[src/rtl/smart_home_pkg.sv]
// Shared types and widths for the smart-home sensor conditioning blocks.
package smart_home_pkg;

    localparam int unsigned EVENT_CNT_W = 8;

    typedef enum logic [2:0] {
        IDLE,
        QUAL_ON,
        ACTIVE,
        QUAL_OFF,
        LOCKOUT
    } ir_state_e;

endpackage : smart_home_pkg

[src/rtl/bit_synchronizer.sv]
// Multi-flop synchronizer for a single asynchronous input bit.
module bit_synchronizer #(
    parameter int unsigned STAGES    = 2,
    parameter logic        RESET_VAL = 1'b0
) (
    input  logic clk,
    input  logic rst,
    input  logic d,
    output logic q
);

    logic [STAGES-1:0] sync_q;

    if (STAGES < 2) begin : g_bad_stages
        $error("bit_synchronizer: STAGES must be >= 2");
    end

    always_ff @(posedge clk or posedge rst) begin
        if (rst) begin
            sync_q <= {STAGES{RESET_VAL}};
        end else begin
            sync_q <= {sync_q[STAGES-2:0], d};
        end
    end

    assign q = sync_q[STAGES-1];

endmodule : bit_synchronizer

[src/rtl/ir_motion_conditioner.sv]
// Debounces the IR sensor, applies a post-detection lockout and produces
// a toggling enable, a detection level, an event strobe and an event count.
module ir_motion_conditioner
    import smart_home_pkg::*;
#(
    parameter int unsigned SYNC_STAGES     = 2,
    parameter int unsigned DEBOUNCE_CYCLES = 500000,
    parameter int unsigned HOLDOFF_CYCLES  = 2500000,
    parameter bit          ACTIVE_LOW      = 1'b1
) (
    input  logic                   clk,
    input  logic                   rst,
    input  logic                   ir_raw,
    input  logic                   arm,
    input  logic                   clear_count,
    output logic                   enable,
    output logic                   detect,
    output logic                   motion_pulse,
    output logic [EVENT_CNT_W-1:0] event_count
);

    localparam int unsigned CNT_MAX = (DEBOUNCE_CYCLES > HOLDOFF_CYCLES) ?
                                      DEBOUNCE_CYCLES : HOLDOFF_CYCLES;
    localparam int unsigned CNT_W   = $clog2(CNT_MAX + 1);
    localparam logic [CNT_W-1:0] DEB_LAST  = CNT_W'(DEBOUNCE_CYCLES - 1);
    localparam logic [CNT_W-1:0] HOLD_LAST = CNT_W'(HOLDOFF_CYCLES - 1);
    localparam logic [EVENT_CNT_W-1:0] COUNT_MAX = '1;
    localparam logic IDLE_LVL = ACTIVE_LOW ? 1'b1 : 1'b0;

    if (SYNC_STAGES < 2) begin : g_bad_sync
        $error("ir_motion_conditioner: SYNC_STAGES must be >= 2");
    end
    if (DEBOUNCE_CYCLES < 1) begin : g_bad_deb
        $error("ir_motion_conditioner: DEBOUNCE_CYCLES must be >= 1");
    end
    if (HOLDOFF_CYCLES < 1) begin : g_bad_hold
        $error("ir_motion_conditioner: HOLDOFF_CYCLES must be >= 1");
    end

    logic             ir_sync;
    logic             hit;
    ir_state_e        state;
    logic [CNT_W-1:0] cnt;

    bit_synchronizer #(
        .STAGES    (SYNC_STAGES),
        .RESET_VAL (IDLE_LVL)
    ) u_sync (
        .clk (clk),
        .rst (rst),
        .d   (ir_raw),
        .q   (ir_sync)
    );

    assign hit = ACTIVE_LOW ? ~ir_sync : ir_sync;

    // Detection FSM; cnt is shared between debounce and holdoff timing.
    always_ff @(posedge clk or posedge rst) begin
        if (rst) begin
            state        <= IDLE;
            cnt          <= '0;
            enable       <= 1'b0;
            detect       <= 1'b0;
            motion_pulse <= 1'b0;
            event_count  <= '0;
        end else begin
            motion_pulse <= 1'b0;
            if (clear_count) begin
                event_count <= '0;
            end
            case (state)
                IDLE: begin
                    if (hit) begin
                        state <= QUAL_ON;
                        cnt   <= '0;
                    end
                end
                QUAL_ON: begin
                    if (!hit) begin
                        state <= IDLE;
                    end else if (cnt == DEB_LAST) begin
                        state        <= ACTIVE;
                        detect       <= 1'b1;
                        motion_pulse <= 1'b1;
                        if (arm) begin
                            enable <= ~enable;
                            // clear_count has priority over the increment
                            if (!clear_count && event_count != COUNT_MAX) begin
                                event_count <= event_count + EVENT_CNT_W'(1);
                            end
                        end
                    end else begin
                        cnt <= cnt + CNT_W'(1);
                    end
                end
                ACTIVE: begin
                    if (!hit) begin
                        state <= QUAL_OFF;
                        cnt   <= '0;
                    end
                end
                QUAL_OFF: begin
                    if (hit) begin
                        state <= ACTIVE;
                    end else if (cnt == DEB_LAST) begin
                        state  <= LOCKOUT;
                        cnt    <= '0;
                        detect <= 1'b0;
                    end else begin
                        cnt <= cnt + CNT_W'(1);
                    end
                end
                LOCKOUT: begin
                    if (cnt == HOLD_LAST) begin
                        state <= IDLE;
                    end else begin
                        cnt <= cnt + CNT_W'(1);
                    end
                end
                default: state <= IDLE;
            endcase
        end
    end

endmodule : ir_motion_conditioner
[config.mk]
export PLATFORM = sky130hd
export DESIGN_NAME = ir_motion_conditioner
export DESIGN_NICKNAME = d
export VERILOG_FILES = /design/src/rtl/smart_home_pkg.sv /design/src/rtl/bit_synchronizer.sv /design/src/rtl/ir_motion_conditioner.sv
export SDC_FILE = /design/constraint.sdc
export NUM_CORES = 1
export LEC_CHECK = 0
export BUFFER_PORTS_ARGS = -buffer_cell sky130_fd_sc_hd__buf_2
export CORE_MARGIN = 4
export CORE_UTILIZATION = 50
export CTS_BUF_LIST = sky130_fd_sc_hd__clkbuf_4 sky130_fd_sc_hd__clkbuf_8
export DETAILED_ROUTE_END_ITERATION = 8
export PLACE_DENSITY = 0.7
export SETUP_SLACK_MARGIN = 0.3
export SLEW_MARGIN = 20
export SYNTH_ARGS = -nofsm -noshare
export SYNTH_HDL_FRONTEND = slang
export SYNTH_HIERARCHICAL = 1
export SYNTH_SLANG_ARGS = --single-unit
[constraint.sdc]
create_clock -name clk -period 2.3 [get_ports clk]
set_clock_uncertainty 0.15 [all_clocks]
set_input_delay 0.23 -clock clk [delete_from_list [all_inputs] [get_ports clk]]
set_output_delay 0.23 -clock clk [all_outputs]
set_load 0.02 [all_outputs]
* After elaboration in Yosys (flattened, before gate mapping)
Cells that the tools add are included.
** Operators by class
- Bitwise operators :: 2
- Muxes and demuxes :: 30
- Add/subtract/negate cells :: 2
- Equality and inequality tests :: 18
- Reduce and logical (&&, ||, !) cells :: 9
** Operators with widths (count)
- $mux W22 :: 7
- $pmux W22 S5 :: 1
- $mux W8 :: 6
- $add A22 B1 Y22 const B :: 1
- $eq A22 B19 Y1 const B :: 1
- $eq A22 B22 Y1 const B :: 1
- $mux W3 :: 7
- $pmux W3 S5 :: 1
- $ne A2 B2 Y1 const B :: 7
- $reduce_and A5 Y1 :: 2
- $add A8 B1 Y8 const B :: 1
- $ne A8 B8 Y1 const B :: 1
- $mux W1 :: 7
- $reduce_and A7 Y1 :: 1
- $eq A3 B2 Y1 const B :: 2
- $reduce_bool A5 Y1 :: 1
- $ne A2 B1 Y1 const B :: 2
- $reduce_and A4 Y1 :: 1
- $eq A3 B1 Y1 const B :: 1
- $eq A3 B3 Y1 const B :: 1
- $logic_not A3 Y1 :: 1
- $ne A3 B2 Y1 const B :: 1
- $ne A3 B3 Y1 const B :: 1
- $not A1 Y1 :: 2
- 4 further kinds :: 4
** Storage, ports and cells
- Bits in registers :: 38
- Word-level logic and storage cells :: 68
- Bits of input ports :: 5

* Logic depth before layout (Yosys ltp)
Gate-level depths: netlist of run 1.
- Word-level depth :: 7
- Depth in mapped cells :: 8

* By module
The synthesis of run 1 kept the hierarchy.
** Modules (own cells, without submodules)
- ir_motion_conditioner :: area an instance 2359.8 um^2, times used 1, cells an instance 268
- bit_synchronizer :: area an instance 56.3 um^2, times used 1, cells an instance 3

* Least setup slack after synthesis of run 1
OpenSTA, ideal clock, no wires.
- Path kind :: reg-to-reg
- Start :: reg cnt[9]
- End :: reg cnt[21]
- Data arrival time :: 2.146 ns
- Setup time :: 0.131 ns
- Slack :: -0.127 ns
- Buffers on the path :: 2
- Clock period less this slack :: 2.427 ns
- Stages on the path, launching flop included :: 8
- Cell sequence :: dfrtp_1 -> or4b_4 -> nor4_1 -> a21oi_1 -> buf_2 -> buf_4 -> nand2_1 -> mux2i_1
** On the way
- Longest elaborated chain between the ends :: 4
- Elaborated cells between the ends (all ways) :: 12
- Those cells by class :: add/sub: 1; eq/ne: 4; mux: 6; reduce/logical: 1
** Ends and longest elaborated chain
- start, declared :: RTL line ir_motion_conditioner.sv:43 : logic [CNT_W-1:0] cnt;
- start signal, assigned :: RTL line ir_motion_conditioner.sv:93 : cnt <= cnt + CNT_W'(1);
- start signal, assigned :: RTL line ir_motion_conditioner.sv:110 : cnt <= cnt + CNT_W'(1);
- start signal, assigned :: RTL line ir_motion_conditioner.sv:117 : cnt <= cnt + CNT_W'(1);
- $add A22 B1 Y22 / $eq A22 B19 Y1 (equally long branches)
- $mux W22, on equally long branches :: RTL line ir_motion_conditioner.sv:105, ir_motion_conditioner.sv:81
- $mux W22, on equally long branches :: RTL line ir_motion_conditioner.sv:103, ir_motion_conditioner.sv:79
- $pmux W22 S5 :: RTL line ir_motion_conditioner.sv:71 : case (state)
Several ways; a longest one is shown, not always the timed one. The select of a mux whose other input is x is not followed.
A chain may end at the register's enable or synchronous reset.

* Final worst setup path of run 1
- Start :: reg cnt[6]
- End :: reg event_count[5]
** On the way
- Longest elaborated chain between the ends :: 4
** Ends and longest elaborated chain
- $eq A22 B19 Y1 :: RTL line ir_motion_conditioner.sv:81 : end else if (cnt == DEB_LAST) begin
- $mux W8 :: RTL line ir_motion_conditioner.sv:81
- $mux W8 :: RTL line ir_motion_conditioner.sv:79 : if (!hit) begin
- $mux W8 :: RTL line ir_motion_conditioner.sv:71
- end signal, assigned :: RTL line ir_motion_conditioner.sv:89 : event_count <= event_count + EVENT_CNT_W'(1);
- end, declared :: RTL line ir_motion_conditioner.sv:19 : output logic [EVENT_CNT_W-1:0] event_count
Every way passes these cells.

==> results of run 1 <==
repair_timing:
item,CTS,global route
hold buffers,2,0
gates cloned,0,0
setup buffers,5,8
hold endpoints to repair,39,0
endpoints found under the setup margin,35,35
resized for setup,25,22
pin swaps,22,11
stage by stage:
| step | worst slack, ns | hold slack (ns) | std cells | power [mW] | util |
|---|---|---|---|---|---|
| 6_report | -0.228 | 0.0707 | 392 | 1.39 | 0.702 |
| 4_1_cts | -0.139 | 0.0667 | 384 | 1.40 | 0.668 |
| 3_3_place_gp | -0.0452 | 0.114 | 369 | 0.804 | 0.609 |
| 5_1_grt | -0.261 | 0.0760 | 392 | 1.45 | 0.702 |
| 3_5_place_dp | -0.121 | 0.119 | 369 | 0.806 | 0.609 |
| 2_1_floorplan | -0.0235 | -0.00850 | 271 | 0.761 | - |
synth_stat cells (3+ instances only):
| master | n | area [µm²] |
|---|---|---|
| clkbuf_1 | 3 | 11.3 |
| or4_1 | 3 | 22.5 |
| o21ai_1 | 6 | 30.0 |
| nor4_1 | 4 | 25.0 |
| a21oi_1 | 12 | 60.1 |
| nand4_1 | 12 | 75.1 |
| mux2i_1 | 13 | 130 |
| dfrtp_1 | 36 | 901 |
| or3_1 | 4 | 25.0 |
| a2111o_1 | 5 | 56.3 |
| nor3_1 | 6 | 30.0 |
| and3_1 | 3 | 18.8 |
| o21ai_0 | 7 | 35.0 |
| buf_2 | 3 | 15.0 |
| a211oi_1 | 4 | 30.0 |
| nor2_1 | 19 | 71.3 |
| nand3_1 | 20 | 100 |
| nand2_1 | 33 | 124 |
| inv_1 | 10 | 37.5 |
| and2_1 | 3 | 18.8 |
| nand2b_1 | 13 | 81.3 |
| o211ai_1 | 3 | 22.5 |
| o22ai_1 | 5 | 31.3 |
power by group:
part	total (mW)	internal [mW]	leakage, nW	switching [mW]
registers	0.686	0.679	0.520	0.00726
clock network	0.591	0.348	0.0593	0.242
logic	0.118	0.0483	0.822	0.0696
flip-flops by register name, indices dropped and copies added, names as in the netlist:
signal / flops
cnt: 22
event_count: 8
detect: 1
state: 3
enable: 1
motion_pulse: 1
u_sync/sync_q: 2
area by class of cell:
cell class                 count  area share
multi-input combinational    213       0.472
clock inverter                 1     0.00912
sequential                    38       0.290
clock buffer                   7      0.0255
tap                           54      0.0205
timing repair buffer          69       0.172
inverter                      10      0.0114
kinds of logic (layout without fill, tap and decap cells):
kind of cell,Yosys count,in the layout,share of synthesized area
and+or+nand+nor,131,131,0.294
AOI/OAI and AO/OA,63,63,0.193
DFF,38,38,0.395
buffers and inverters,20,87,0.0388
muxes,14,14,0.0585
xor gates and xnor gates,3,3,0.0109
adders and majority gates,2,2,0.0104
final timing paths:
| path | from | endpoint | slack, ns | cells past startpoint |
|---|---|---|---|---|
| worst max register to register | cnt[6] | event_count[5] | -0.23 | 7 |
| worst min-delay path | clear_count | event_count[4] | 0.07 | 2 |
| max in group asynchronous | rst | cnt[14] | 1.21 | 4 |
| worst min register to register | u_sync/sync_q[0] | u_sync/sync_q[1] | 0.21 | 0 |
| min in group asynchronous | rst | u_sync/sync_q[1] | 0.36 | 3 |
| worst max-delay path | cnt[6] | event_count[5] | -0.23 | 7 |
per-layer routing:
| layer | vias up | global-route usage |
|---|---|---|
| met5 | - | 0 |
| met4 | 0 | 0.0943 |
| met3 | 11 | 0.0371 |
| met2 | 97 | 0.337 |
| met1 | 1170 | 0.326 |
| li1 | 1146 | - |
cells in the final DEF, fill, tap and decap left out, types with 3 or more instances in the layout:
cell / netlist / routed
nand4_1: 12 / 12
or3_1: 4 / 3
inv_1: 10 / 10
o21ai_4: 1 / 3
nand2b_1: 13 / 13
clkbuf_8: 0 / 5
o211ai_1: 3 / 3
buf_4: 2 / 40
nor4_4: 1 / 3
mux2i_1: 13 / 13
a21oi_2: 0 / 4
and3_1: 3 / 3
o22ai_2: 0 / 3
nor2_1: 19 / 17
or4_4: 2 / 3
buf_6: 1 / 8
a21oi_1: 12 / 8
buf_2: 3 / 15
a2111o_1: 5 / 5
dfrtp_1: 36 / 36
nand2_1: 33 / 31
nor3_1: 6 / 6
nand3_1: 20 / 20
buf_12: 0 / 4
o21ai_1: 6 / 8
==> metrics.cfg, run 1 <==
[setup_path]
required_ns=2.37
crit_fanout=6
crit_buf_inv=2
crit_chain=or4_4 -> buf_6 -> nor3_4 -> buf_6 -> o2111ai_4 -> or4_1 -> a21oi_1
slowest_stage=or4_4
start_kind=flip-flop
worstSetupPathType=reg -> reg
cp_common_cell=buf_6
cp_top_family=simple AND/OR/NAND/NOR gates
endpoint_kind=flip-flop
max_stage_delay_ns=0.56
cp.arrival_ns=2.60

[timing]
max_slew.worst_pin.slew_ns=0.596
rsz0062_at_grt=true
hold_violations=0
clock.fmax_mhz=396
period_share=1.10
fin_ws_ns=-0.228
slew_viol_final=0
final.setup.tns_ns=-2.80
setup_viol=27
maxSlewHeadroom=0.600
final.min_clock_period_ns=2.53

[global_routing]
grt_pass1_wl_mm=11.1
grt_overflow=0
grtUsageTotal=0.226
antenna_found_initial=0
grt_max_degree=37
grt_pass1_vias=2301

[cells_and_area]
drive_gt1_frac=0.340
seqCellArea_um2=953
final_area_mm2=0.00329
area_growth_pct=36.3
diodes=0
finalNetCount=344
fill_cells=342
multiInputGateArea_mm2=0.00155

[routing]
drc=0
wl_mm=6.56
first_pass_iters=5
wl_met2_mm=3.22
dr_total_vias=2424
drt-initial-drc-count=239
route.met3.wl_um=383
final_antenna_net_count=0
wl_per_cell_um=16.7
topRoutingLayerUsed=met4
m1WireLength_mm=2.88
vias_per_cell=6.18

[yosys]
yosys_warnings=6
synthFlopType=dfrtp_1
yosysUniqueCellTypes=57
seq_area_frac_synth=0.395
syn-num-nets=278
postSynthCellCount=271
synthesis.area_mm2=0.00242
ys_async_sr_fraction=1.00
yosys_register_bits=38
avgSynthCellArea_um2=8.92
synth-edff-count=0

[floorplanning]
die_area_mm2=0.00601
io_pins=16
core.rowCount=25
start_util=0.515
die_h_um=77.5
die_w_um=77.5
fp.coreArea_mm2=0.00469

[placement]
gp_congestion=0.936
port_buffers=15
dpl_cell_area_mm2=0.00286
hpwl_mm=4.33

[job]
maxCapViolCount=0

[pwr]
powerDensity_mw_per_mm2=424
p_leak_nw=1.40
ir_drop_mv=0.335

[clock_network]
cts.clk_slew.worst_paths_ns=0.08
clock_latency_ns=0.29
cts_buffers=5
clockBufferDepth=2
cts_tree=built
h-tree-depth=2
cts_root_buf=clkbuf_8
cts_sinks=38

[outcome]
violations=negative setup slack
outcome=finished, violations left

[worst_hold_path]
hp-class=in -> reg

No activity file was read; power rests on OpenSTA's default activity.
==> inputs of run 2 (changes only) <==
CELL_PAD_IN_SITES_DETAIL_PLACEMENT = 0   (was default)
CELL_PAD_IN_SITES_GLOBAL_PLACEMENT = 1   (was default)
CORE_UTILIZATION = 44   (was 50)
PLACE_DENSITY = default   (was 0.7)
PLACE_DENSITY_LB_ADDON = 0.1   (was default)
==> metrics.cfg, run 2 (synthesized netlist as in run 1, its figures left out) <==
[timing]
clock.fmax_mhz=413  ; was 396 MHz
final.min_clock_period_ns=2.42  ; was 2.53 ns
whs_ns=0.0563  ; was 0.0707 ns
max_slew.worst_pin.slew_ns=0.500  ; was 0.596 ns
period_share=1.05  ; was 1.10
slew_viol_final=0  ; unchanged
fin_ws_ns=-0.120  ; was -0.228 ns
final.setup.tns_ns=-1.74  ; was -2.80 ns
maxSlewHeadroom=0.665  ; was 0.600
rsz0062_at_grt=true  ; unchanged
setup_viol=25  ; was 27
hold_violations=0  ; unchanged

[setup_path]
crit_fanout=16  ; was 6
required_ns=2.33  ; was 2.37 ns
worstSetupPathType=reg -> reg  ; unchanged
endpoint_kind=flip-flop  ; unchanged
cp.arrival_ns=2.45  ; was 2.60 ns
start_kind=flip-flop  ; unchanged

[pwr]
powerDensity_mw_per_mm2=467  ; was 424 mW/mm²
p_seq_frac=0.457  ; was 0.492
ir_drop_mv=0.293  ; was 0.335 mV
comb_power_share=0.074  ; was 0.085
internal-power_mw=1.19  ; was 1.08 mW
p_leak_nw=1.34  ; was 1.40 nW
switchingPower_mw=0.316  ; was 0.319 mW
p_sw_frac=0.211  ; was 0.229
p_clk_frac=0.469  ; was 0.424

[cells_and_area]
fill_cells=459  ; was 342
layout.cells.most_common=buf_4  ; unchanged
reg.largest.list=cnt: 22 flops, event_count: 8 flops, state: 3 flops  ; unchanged
largest_reg_flops=22  ; unchanged
final_cell_mix=buf_4 (39), dfrtp_1 (36), nand2_1 (33)  ; was buf_4 (40), dfrtp_1 (36), nand2_1 (31)
diodes=0  ; unchanged
finalNetCount=338  ; was 344
drive_gt1_frac=0.316  ; was 0.340
top_register=cnt  ; unchanged
area_growth_pct=33.2  ; was 36.3%

[floorplanning]
die_w_um=82.1  ; was 77.5 µm
io_pins=16  ; unchanged
fp.coreArea_mm2=0.00520  ; was 0.00469 mm²
core.rowCount=26  ; was 25
die_h_um=82.1  ; was 77.5 µm
start_util=0.464  ; was 0.515
die_area_mm2=0.00674  ; was 0.00601 mm²

[job]
maxCapViolCount=0  ; unchanged

[clock_network]
cts_buffers=5  ; unchanged
cts_root_buf=clkbuf_8  ; unchanged
clock_latency_ns=0.29  ; about the same
cts.clk_slew.worst_paths_ns=0.08  ; about the same
cts_sinks=38  ; unchanged
clockBufferDepth=2  ; unchanged
cts_tree=built  ; unchanged
h-tree-depth=2  ; unchanged

[routing]
final_antenna_net_count=0  ; unchanged
drc=0  ; unchanged
wl_per_cell_um=15.3  ; was 16.7 µm
vias_per_cell=5.64  ; was 6.18
drt-initial-drc-count=150  ; was 239
dr_total_vias=2269  ; was 2424
first_pass_iters=4  ; was 5
wl_mm=6.13  ; was 6.56 mm

[global_routing]
grt_overflow=0  ; unchanged
grtUsageTotal=0.201  ; was 0.226
grt_pass1_vias=2126  ; was 2301
grt_pass1_wl_mm=10.4  ; was 11.1 mm
antenna_found_initial=0  ; unchanged
grt_max_degree=37  ; unchanged

[outcome]
violations=negative setup slack  ; unchanged
outcome=finished, violations left  ; unchanged

[placement]
hpwl_mm=4.47  ; was 4.33 mm
port_buffers=15  ; unchanged
gp_congestion=0.840  ; was 0.936
pre_cts_slack_ns=-0.0803  ; was -0.121 ns

[worst_hold_path]
hp-class=in -> reg  ; unchanged

## run 2: changes by cell type in the layout (fill, tap and decap cells not counted), moves of 2 or more
cell / previous run / this run
clkbuf_4: 2 / 0
buf_6: 8 / 4
nand2_1: 31 / 33
o21ai_1: 8 / 10
nand3_2: 0 / 2
nor2_4: 2 / 0
nand3_1: 20 / 18
o21ai_4: 3 / 1
## run 2: worst paths after layout
kind	start	end	slack [ns]	depth (start not counted)
setup reg to reg	cnt[6]	cnt[10]	-0.12	6
hold / removal	clear_count	event_count[4]	0.06	2
setup / recovery	cnt[6]	cnt[10]	-0.12	6
hold reg to reg	u_sync/sync_q[0]	u_sync/sync_q[1]	0.22	0
min in group asynchronous	rst	u_sync/sync_q[0]	0.35	3
max in group asynchronous	rst	event_count[1]	1.22	4
## run 2: metrics by stage
| stage | utilization | total power [mW] | area, µm² | instances |
|---|---|---|---|---|
| after floorplan | - | 0.761 | 2430 | 271 |
| after global placement | 0.556 | 0.802 | 2900 | 389 |
| after detailed placement | 0.556 | 0.802 | 2900 | 389 |
| after CTS | 0.605 | 1.52 | 3150 | 402 |
| after global routing | 0.618 | 1.56 | 3220 | 402 |
| final | 0.618 | 1.50 | 3220 | 402 |
## run 2: what timing repair did
item / in CTS / in global routing
hold buffers: 2 / 0
buffers inserted: 3 / 0
pin swaps: 8 / 7
resized for setup: 17 / 15
hold endpoints to repair: 39 / 0
setup endpoints to repair: 35 / 35
## run 2: per-layer routing
layer | part of all wire | up-vias | global-route usage
met5 | 0 | - | 0
met1 | 0.49 | 1080 | 0.302
met2 | 0.46 | 44 | 0.297
met4 | 0.013 | 0 | 0.0482
li1 | - | 1136 | -
met3 | 0.040 | 9 | 0.0369
## run 2: critical path, cell delays in order, from the launching register on
cell       delay [ns]
dfrtp_1          0.39
or4_4            0.57
or4_4            0.57
o21ai_4          0.21
buf_12           0.18
a2111oi_1        0.08
o21bai_1         0.15
## run 2: area by class of cell
type / instances / area, µm² / share of cell area
tap: 70 / 87.6 / 0.0272
inverter: 10 / 37.5 / 0.0117
clock buffer: 6 / 82.6 / 0.0257
clock inverter: 2 / 60.1 / 0.0187
timing repair buffer: 63 / 493 / 0.153
multi-input combinational: 213 / 1500 / 0.467
sequential: 38 / 953 / 0.296
## run 2: power by group through the flow
stage | sequential (mW) | combinational (mW) | clock (mW)
after global routing | 0.688 | 0.126 | 0.748
final | 0.687 | 0.112 | 0.704
after floorplan | 0.697 | 0.0643 | 0
after global placement | 0.699 | 0.103 | 0
after CTS | 0.686 | 0.109 | 0.723
after detailed placement | 0.699 | 0.103 | 0
